[src/rtl/data_mem_arb_pkg.sv]
// Shared types and constants for the two-port data memory arbiter.
package data_mem_arb_pkg;

  typedef enum logic [1:0] {
    IDLE   = 2'd0,
    ACCESS = 2'd1,
    RESP   = 2'd2
  } arb_state_e;

  localparam logic PORT_LSU = 1'b0;
  localparam logic PORT_DBG = 1'b1;

  localparam int DEF_ADDR_W = 8;
  localparam int DEF_DATA_W = 8;
  localparam int DEF_DEPTH  = 8;

endpackage

[src/rtl/data_mem_arbiter_pick2.sv]
// Combinational 2-way picker; DATA_MEM_ARB_RR_EN selects round-robin on ties, else port 0 wins.
module arb_pick2
  import data_mem_arb_pkg::*;
(
  input  logic req0_i,
  input  logic req1_i,
  input  logic last_i,
  output logic gnt_o,
  output logic vld_o
);

`ifndef DATA_MEM_ARB_RR_EN
  logic unused_last;
  assign unused_last = last_i;
`endif

  always_comb begin
    vld_o = req0_i | req1_i;
    gnt_o = PORT_LSU;
    if (req0_i && req1_i) begin
`ifdef DATA_MEM_ARB_RR_EN
      // Tie goes to whichever port did not win last time.
      gnt_o = (last_i == PORT_DBG) ? PORT_LSU : PORT_DBG;
`else
      gnt_o = PORT_LSU;
`endif
    end else if (req1_i) begin
      gnt_o = PORT_DBG;
    end
  end

endmodule

[src/rtl/data_mem_arbiter.sv]
// Two-port req/ack arbiter for the data memory: ack 2 cycles after sample (1 for range errors).
// Losing port stays pending; DATA_MEM_ARB_RR_EN enables round-robin tie breaking.
module data_mem_arbiter
  import data_mem_arb_pkg::*;
#(
  parameter int ADDR_W = DEF_ADDR_W,
  parameter int DATA_W = DEF_DATA_W,
  parameter int DEPTH  = DEF_DEPTH
) (
  input  logic              clk,
  input  logic              reset,
  input  logic              p0_req_i,
  input  logic              p0_we_i,
  input  logic [ADDR_W-1:0] p0_addr_i,
  input  logic [DATA_W-1:0] p0_wdata_i,
  input  logic              p1_req_i,
  input  logic              p1_we_i,
  input  logic [ADDR_W-1:0] p1_addr_i,
  input  logic [DATA_W-1:0] p1_wdata_i,
  output logic              p0_ack_o,
  output logic              p0_err_o,
  output logic [DATA_W-1:0] p0_rdata_o,
  output logic              p1_ack_o,
  output logic              p1_err_o,
  output logic [DATA_W-1:0] p1_rdata_o,
  output logic              mem_read_o,
  output logic              mem_write_o,
  output logic [ADDR_W-1:0] mem_addr_o,
  output logic [DATA_W-1:0] mem_wdata_o,
  input  logic [DATA_W-1:0] mem_rdata_i
);

  localparam logic [ADDR_W:0] DEPTH_L = (ADDR_W+1)'(DEPTH);

  arb_state_e        state_q;
  logic              port_q;
  logic              we_q;
  logic [1:0]        ack_q;
  logic [1:0]        err_q;
  logic [1:0]        rd_sel_q;
  logic              mem_read_q;
  logic              mem_write_q;
  logic [ADDR_W-1:0] mem_addr_q;
  logic [DATA_W-1:0] mem_wdata_q;

  logic              last_win;
  logic              gnt_idx;
  logic              gnt_vld;
  logic              sel_we;
  logic [ADDR_W-1:0] sel_addr;
  logic [DATA_W-1:0] sel_wdata;
  logic              in_range;

`ifdef DATA_MEM_ARB_RR_EN
  logic last_q;

  always_ff @(posedge clk or negedge reset) begin
    if (!reset) begin
      last_q <= PORT_DBG;
    end else if (state_q == IDLE && gnt_vld) begin
      last_q <= gnt_idx;
    end
  end

  assign last_win = last_q;
`else
  assign last_win = PORT_DBG;
`endif

  arb_pick2 u_pick (
    .req0_i (p0_req_i),
    .req1_i (p1_req_i),
    .last_i (last_win),
    .gnt_o  (gnt_idx),
    .vld_o  (gnt_vld)
  );

  assign sel_we    = gnt_idx ? p1_we_i    : p0_we_i;
  assign sel_addr  = gnt_idx ? p1_addr_i  : p0_addr_i;
  assign sel_wdata = gnt_idx ? p1_wdata_i : p0_wdata_i;
  assign in_range  = ({1'b0, sel_addr} < DEPTH_L);

  always_ff @(posedge clk or negedge reset) begin
    if (!reset) begin
      state_q     <= IDLE;
      port_q      <= PORT_LSU;
      we_q        <= 1'b0;
      ack_q       <= '0;
      err_q       <= '0;
      rd_sel_q    <= '0;
      mem_read_q  <= 1'b0;
      mem_write_q <= 1'b0;
      mem_addr_q  <= '0;
      mem_wdata_q <= '0;
    end else begin
      ack_q       <= '0;
      err_q       <= '0;
      rd_sel_q    <= '0;
      mem_read_q  <= 1'b0;
      mem_write_q <= 1'b0;
      case (state_q)
        IDLE: begin
          if (gnt_vld) begin
            port_q <= gnt_idx;
            we_q   <= sel_we;
            if (in_range) begin
              state_q     <= ACCESS;
              mem_read_q  <= ~sel_we;
              mem_write_q <= sel_we;
              mem_addr_q  <= sel_addr;
              mem_wdata_q <= sel_wdata;
            end else begin
              // Out-of-range requests bypass the memory entirely.
              state_q        <= RESP;
              ack_q[gnt_idx] <= 1'b1;
              err_q[gnt_idx] <= 1'b1;
            end
          end
        end
        ACCESS: begin
          state_q         <= RESP;
          ack_q[port_q]   <= 1'b1;
          rd_sel_q[port_q] <= ~we_q;
          mem_addr_q      <= '0;
          mem_wdata_q     <= '0;
        end
        RESP:    state_q <= IDLE;
        default: state_q <= IDLE;
      endcase
    end
  end

  // Memory returns read data in the ack cycle, so rdata is a registered-select gate.
  assign p0_rdata_o  = rd_sel_q[0] ? mem_rdata_i : '0;
  assign p1_rdata_o  = rd_sel_q[1] ? mem_rdata_i : '0;
  assign p0_ack_o    = ack_q[0];
  assign p1_ack_o    = ack_q[1];
  assign p0_err_o    = err_q[0];
  assign p1_err_o    = err_q[1];
  assign mem_read_o  = mem_read_q;
  assign mem_write_o = mem_write_q;
  assign mem_addr_o  = mem_addr_q;
  assign mem_wdata_o = mem_wdata_q;

endmodule

[config.mk]
export PLATFORM = sky130hd
export DESIGN_NAME = data_mem_arbiter
export DESIGN_NICKNAME = d
export VERILOG_FILES = /design/src/rtl/data_mem_arb_pkg.sv /design/src/rtl/data_mem_arbiter_pick2.sv /design/src/rtl/data_mem_arbiter.sv
export SDC_FILE = /design/constraint.sdc
export NUM_CORES = 1
export LEC_CHECK = 0
export CAP_MARGIN = 20
export CORE_ASPECT_RATIO = 1.2
export CORE_MARGIN = 2
export CORE_UTILIZATION = 37
export DETAILED_ROUTE_END_ITERATION = 8
export MAX_ROUTING_LAYER = met4
export PLACE_DENSITY = 0.8
export SYNTH_ARGS = -nofsm -noshare
export SYNTH_HDL_FRONTEND = slang
export SYNTH_SLANG_ARGS = --single-unit
[constraint.sdc]
create_clock -name clk -period 1.6 [get_ports clk]
set_input_delay 0.24 -clock clk [delete_from_list [all_inputs] [get_ports clk]]
set_output_delay 0.24 -clock clk [all_outputs]
set_load 0.01 [all_outputs]
# Word-level counts from Yosys, hierarchy flattened
# Index checks and enable logic that the tools add are counted.
# op_classes
mux	31
n_eq_ne	3
reduce_logical	7
order_cmp	5
n_bitwise	4
# op_table
op	count
2-to-1 mux 8 bit	8
one-hot mux 8 bit (2 select lines)	2
2-to-1 mux 2 bit	6
2-to-1 mux 1 bit	11
less-than comparator 8 x 4 -> 1 bit, second input constant	1
one-hot mux 2 bit (2 select lines)	2
less-than comparator 1 x 2 -> 1 bit, second input constant	2
!= test 2 bit, second input constant	2
logical AND 1 bit	3
AND reduction 3 bit	1
bitwise AND 2 bit	1
demux 1 bit (select 1 bit)	2
equality test 2 x 1 -> 1 bit, second input constant	1
greater-or-equal comparator 1 bit, second input constant	2
zero test 2 bit	1
inverter 1 bit	2
AND reduction 2 bit	1
nonzero test 2 bit	1
bitwise OR 1 bit	1
# word_totals
output_inout_bits	38
in_bits	46
register_bits	28
wordCells	60

# Longest topological paths before layout
# depth
ltp_word	9
ltp_mapped	8
ltp_nobuf	4

# Cells and area by module
# A second synthesis with hierarchy kept.
# unflattened
cells_unflattened	142
area_unflattened_um2	1505.2
# by_module_without_submodules
module	cells_each	seq_area_each_um2	instances	area_per_inst_um2
data_mem_arbiter	140	700.7	1	1492.7
arb_pick2	2	0.0	1	12.5

# Worst setup path after synthesis
# OpenSTA, ideal clock, no wires.
# synth_path
path_type	input to register
from	input p0_req_i
to	register mem_wdata_q[0] (netlist: mem_wdata_o[0])
stages	7
arrival_time_ns	1.448
t_required_ns	1.520
slack_ns	0.071
setup_time_ns	0.080
n_path_buf	3
cell_sequence	buf_6 -> nor4b_2 -> a21oi_1 -> or4_1 -> buf_2 -> buf_6 -> o22ai_2
# synth_between
elab_chain_len	6
word_cells_on_any_way	12
cone_classes	order compare (1); eq/ne (2); mux (6); bitwise (1); reduce/logical (2)
# synth_lines
element	line_no	text
from (decl)	data_mem_arbiter.sv:12	input logic p0_req_i,
logical AND 1 bit	data_mem_arbiter_pick2.sv:20	if (req0_i && req1_i) begin
2-to-1 mux 1 bit	data_mem_arbiter_pick2.sv:20	
2-to-1 mux 8 bit (on tied branches)	data_mem_arbiter.sv:79, data_mem_arbiter.sv:80	
less-than comparator 8 x 4 -> 1 bit or 2-to-1 mux 8 bit (tied branches)	data_mem_arbiter.sv:81, data_mem_arbiter.sv:106	
!= test 2 bit (no line) or 2-to-1 mux 8 bit (tied branches)	-	
AND reduction 3 bit (no line) or one-hot mux 8 bit (2 select lines) (tied branches)	-	
to (signal assigned)	data_mem_arbiter.sv:111	mem_wdata_q <= sel_wdata;
to (decl)	data_mem_arbiter.sv:44	logic [DATA_W-1:0] mem_wdata_q;
# Parallel ways exist; a longest one is shown, timed or not. The select of a mux whose other input is x is not followed.
# A chain may end at the register's enable or synchronous reset.

# Final worst setup path
# layout_path
from	input p0_addr_i[4]
to	register mem_addr_q[0] (netlist: mem_addr_o[0])
# layout_between
elab_chain_len	4
# layout_lines
element	line_no	text
from (decl)	data_mem_arbiter.sv:14	input logic [ADDR_W-1:0] p0_addr_i,
2-to-1 mux 8 bit	data_mem_arbiter.sv:79	assign sel_addr = gnt_idx ? p1_addr_i : p0_addr_i;
less-than comparator 8 x 4 -> 1 bit	data_mem_arbiter.sv:81	assign in_range = ({1'b0, sel_addr} < DEPTH_L);
!= test 2 bit (no line)	-	
AND reduction 3 bit (no line)	-	
to (signal assigned)	data_mem_arbiter.sv:110	mem_addr_q <= sel_addr;
to (decl)	data_mem_arbiter.sv:43	logic [ADDR_W-1:0] mem_addr_q;
# Every way passes these cells.

==> results.yml <==
status:
  status: "finished, final reports clean"
routing:
  num_vias: 1282
  drt_wl_total_um: 3913
  ant_nets: 0
  wl_per_cell_um: 15.23
  vias_per_cell: 4.988
  drt-initial-drc-count: 36
  drc: 0
  drtPass1Iterations: 4
setup_path:
  crit_type: "input port to flop"
  r2r_cells: 3
  crit_required_ps: 1800
  slowest_stage: "or4_4"
  slowest_delay_ps: 530
  critPathLaunchType: "input port"
  cp_data_arrival_time_ps: 1760
  crit_chain: "clkdlybuf4s50_1, nor3_2, a22oi_1, or4_4, buf_8, o22ai_1"
  timing.rr.start: "state_q[0]$_DFFE_PN0P_"
  cp-end-kind: "flop"
  cp_num_buf_inv: 2
  cp.depth: 6
  crit_family: "simple AND/OR/NAND/NOR gates"
  r2r-end: "mem_addr_o[0]$_DFFE_PN0P_"
  r2r_slack_ps: 170
  cp_max_fo: 7
clock_network:
  root_buffer: "clkbuf_8"
  clock_path_buffers: 2
  htreeDepth: 1
  path_clk_slew_ps: 100
  cts_sinks: 28
  cts_buffers: 3
  cts_tree: "done"
  clock_latency_ps: 270
logic_synthesis:
  netlist_area_um2: 1381
  synthesis.nets: 171
  yosysSeqAreaShare_pct: 50.72
  avgSynthCellArea_um2: 11.05
  syn_inst: 125
  synth.area.top_cells: "dfrtp_1, mux2i_1, and2_1"
  yosysTopAreaCell: "dfrtp_1"
  ys_types: 29
  synth_top_cell_area_share_pct: 50.72
  yosysWarnings: 0
  ys_ff_latch: 28
worst_hold_path:
  hold_path.class: "input port to asynchronous set/reset pin"
placement:
  dp_hpwl_um: 2999
  globalplace.congestion: 0.7753
  port_buffers: 83
grt:
  use_met1_pct: 21.03
  grt_max_degree: 29
  use_met2_pct: 35.02
  grt_pass1_vias: 1312
  grt-ovfl-total: 0
  use_met3_pct: 2.559
  grt_pass1_wl_um: 5961
  busiest_layer: "met2"
  track_usage_pct: 19.11
  grt_antenna_before_repair: 0
timing:
  fin_skew_ps: 10.67
  hold_slack_ps: 350.8
  tightestPinTransition_ps: 514.0
  post-route-period-util_pct: 97.56
  hold_viol_final: 0
  max-slew-margin-rel_pct: 65.73
  slew_violations: 0
  final.setup.tns_ps: 0
  setup_violations: 0
  fin_crit_ps: 1561
  grt_setup_unrepaired: "no"
  max_freq_mhz: 640.6
floorplanning:
  coreArea_um2: 3603
  io_pins: 84
  rows: 24
  start_util_pct: 38.33
  die_h_um: 70.93
  dieArea_um2: 4240
  die_w_um: 59.78
cells_and_area:
  final_nets: 265
  areaGrowthSynthToFinish_pct: 76.63
  layout-drive-gt1-share_pct: 15.60
  n_antenna_cell: 0
  mostFrequentLayoutCells: "clkdlybuf4s50_1, dfrtp_1, dlygate4sd2_1, and2_1, nand2_1"
  layout_commonest_cell: "clkdlybuf4s50_1"
pwr:
  vdd_drop_max_mv: 0.3627
  p_leak_nw: 1.255
  powerDensity_nw_per_um2: 915.2
flow_run:
  drv_cap: 0
[power by group]
| part | switching [mW] | internal [mW] |
|---|---|---|
| sequential | 0.0816 | 0.848 |
| clock | 0.206 | 0.335 |
| combinational | 0.292 | 0.470 |
[through the flow]
stage | util (%) | instances | cell area [um^2] | setup WS [ps] | total power [mW]
after CTS | 66.56 | 257 | 2399 | 3.550 | 2.231
after floorplan | - | 125 | 1381 | 71.46 | 1.235
final | 67.71 | 257 | 2440 | 38.97 | 2.233
after global placement | 63.82 | 250 | 2300 | -328.1 | 1.657
after detailed placement | 63.82 | 250 | 2300 | -401.0 | 1.688
after global routing | 67.71 | 257 | 2440 | 9.692 | 2.350
[layout make-up]
class,count,area [um^2]
clock buffers,3,41.29
clock inverters,1,30.03
fillers,277,1164
inverters,1,3.754
multi-input cells,89,666.9
flip-flops and latches,28,701.9
well taps,39,48.80
repair buffers,96,947.2
[kinds of logic (layout without fill, tap and decap cells)]
kind of cell | Yosys count | after routing | synth area share [%]
mux | 12 | 12 | 8.696
simple gates | 54 | 54 | 22.46
flops | 28 | 28 | 50.72
compound gates | 23 | 23 | 14.31
buf+inv | 8 | 101 | 3.804
[per-layer routing]
metal  wire, um  vias to the layer above
met1       1520                      611
met5          0                        -
met4         22                        0
met2       2113                       46
met3        257                        2
li1           -                      623
[cells in the mapped netlist]
cell,instances
dfrtp_1,28
a21oi_1,4
clkbuf_1,1
buf_4,1
mux2i_1,12
buf_2,3
o22ai_1,3
and2_1,16
a21o_1,1
o21ai_0,2
nor3b_1,6
nand2b_1,3
nand2_1,14
inv_1,1
nor3_1,3
and3_1,1
nor2_1,4
a22o_1,2
a21oi_2,1
nor2b_1,2
nand3_1,1
nand4b_1,1
or4_1,1
a22oi_1,1
buf_6,2
nor4b_2,1
o21bai_1,1
nor2b_2,1
o22ai_2,8
[worst max path at each step]
stage                   start                         end  slack (ps)
2_1_floorplan        p0_req_i  mem_wdata_o[0]$_DFFE_PN0P_          70
3_3_place_gp     p0_addr_i[7]   mem_addr_o[0]$_DFFE_PN0P_        -330
3_5_place_dp         p1_req_i  mem_wdata_o[1]$_DFFE_PN0P_        -400
4_1_cts        mem_rdata_i[2]               p0_rdata_o[2]           4
5_1_grt          p0_addr_i[4]   mem_addr_o[1]$_DFFE_PN0P_          10
6_report         p0_addr_i[4]   mem_addr_o[0]$_DFFE_PN0P_          40
[sequential cells by signal, indices dropped and copies added, names as in the netlist]
| signal | count |
|---|---|
| ack_q | 2 |
| err_q | 2 |
| mem_addr_o | 8 |
| mem_read_o | 1 |
| mem_wdata_o | 8 |
| mem_write_o | 1 |
| port_q | 1 |
| rd_sel_q | 2 |
| state_q | 2 |
| we_q | 1 |
[what timing repair did]
item | in CTS | in global routing
pin swaps | 4 | 7
gates resized for setup | 26 | 11
setup buffers | 2 | 0
cloned | 1 | 0
setup endpoints to repair | 29 | 15
hold buffers | 0 | 0
hold endpoints to repair | 0 | 0
Note: power is estimated with default switching activity, not from simulation.
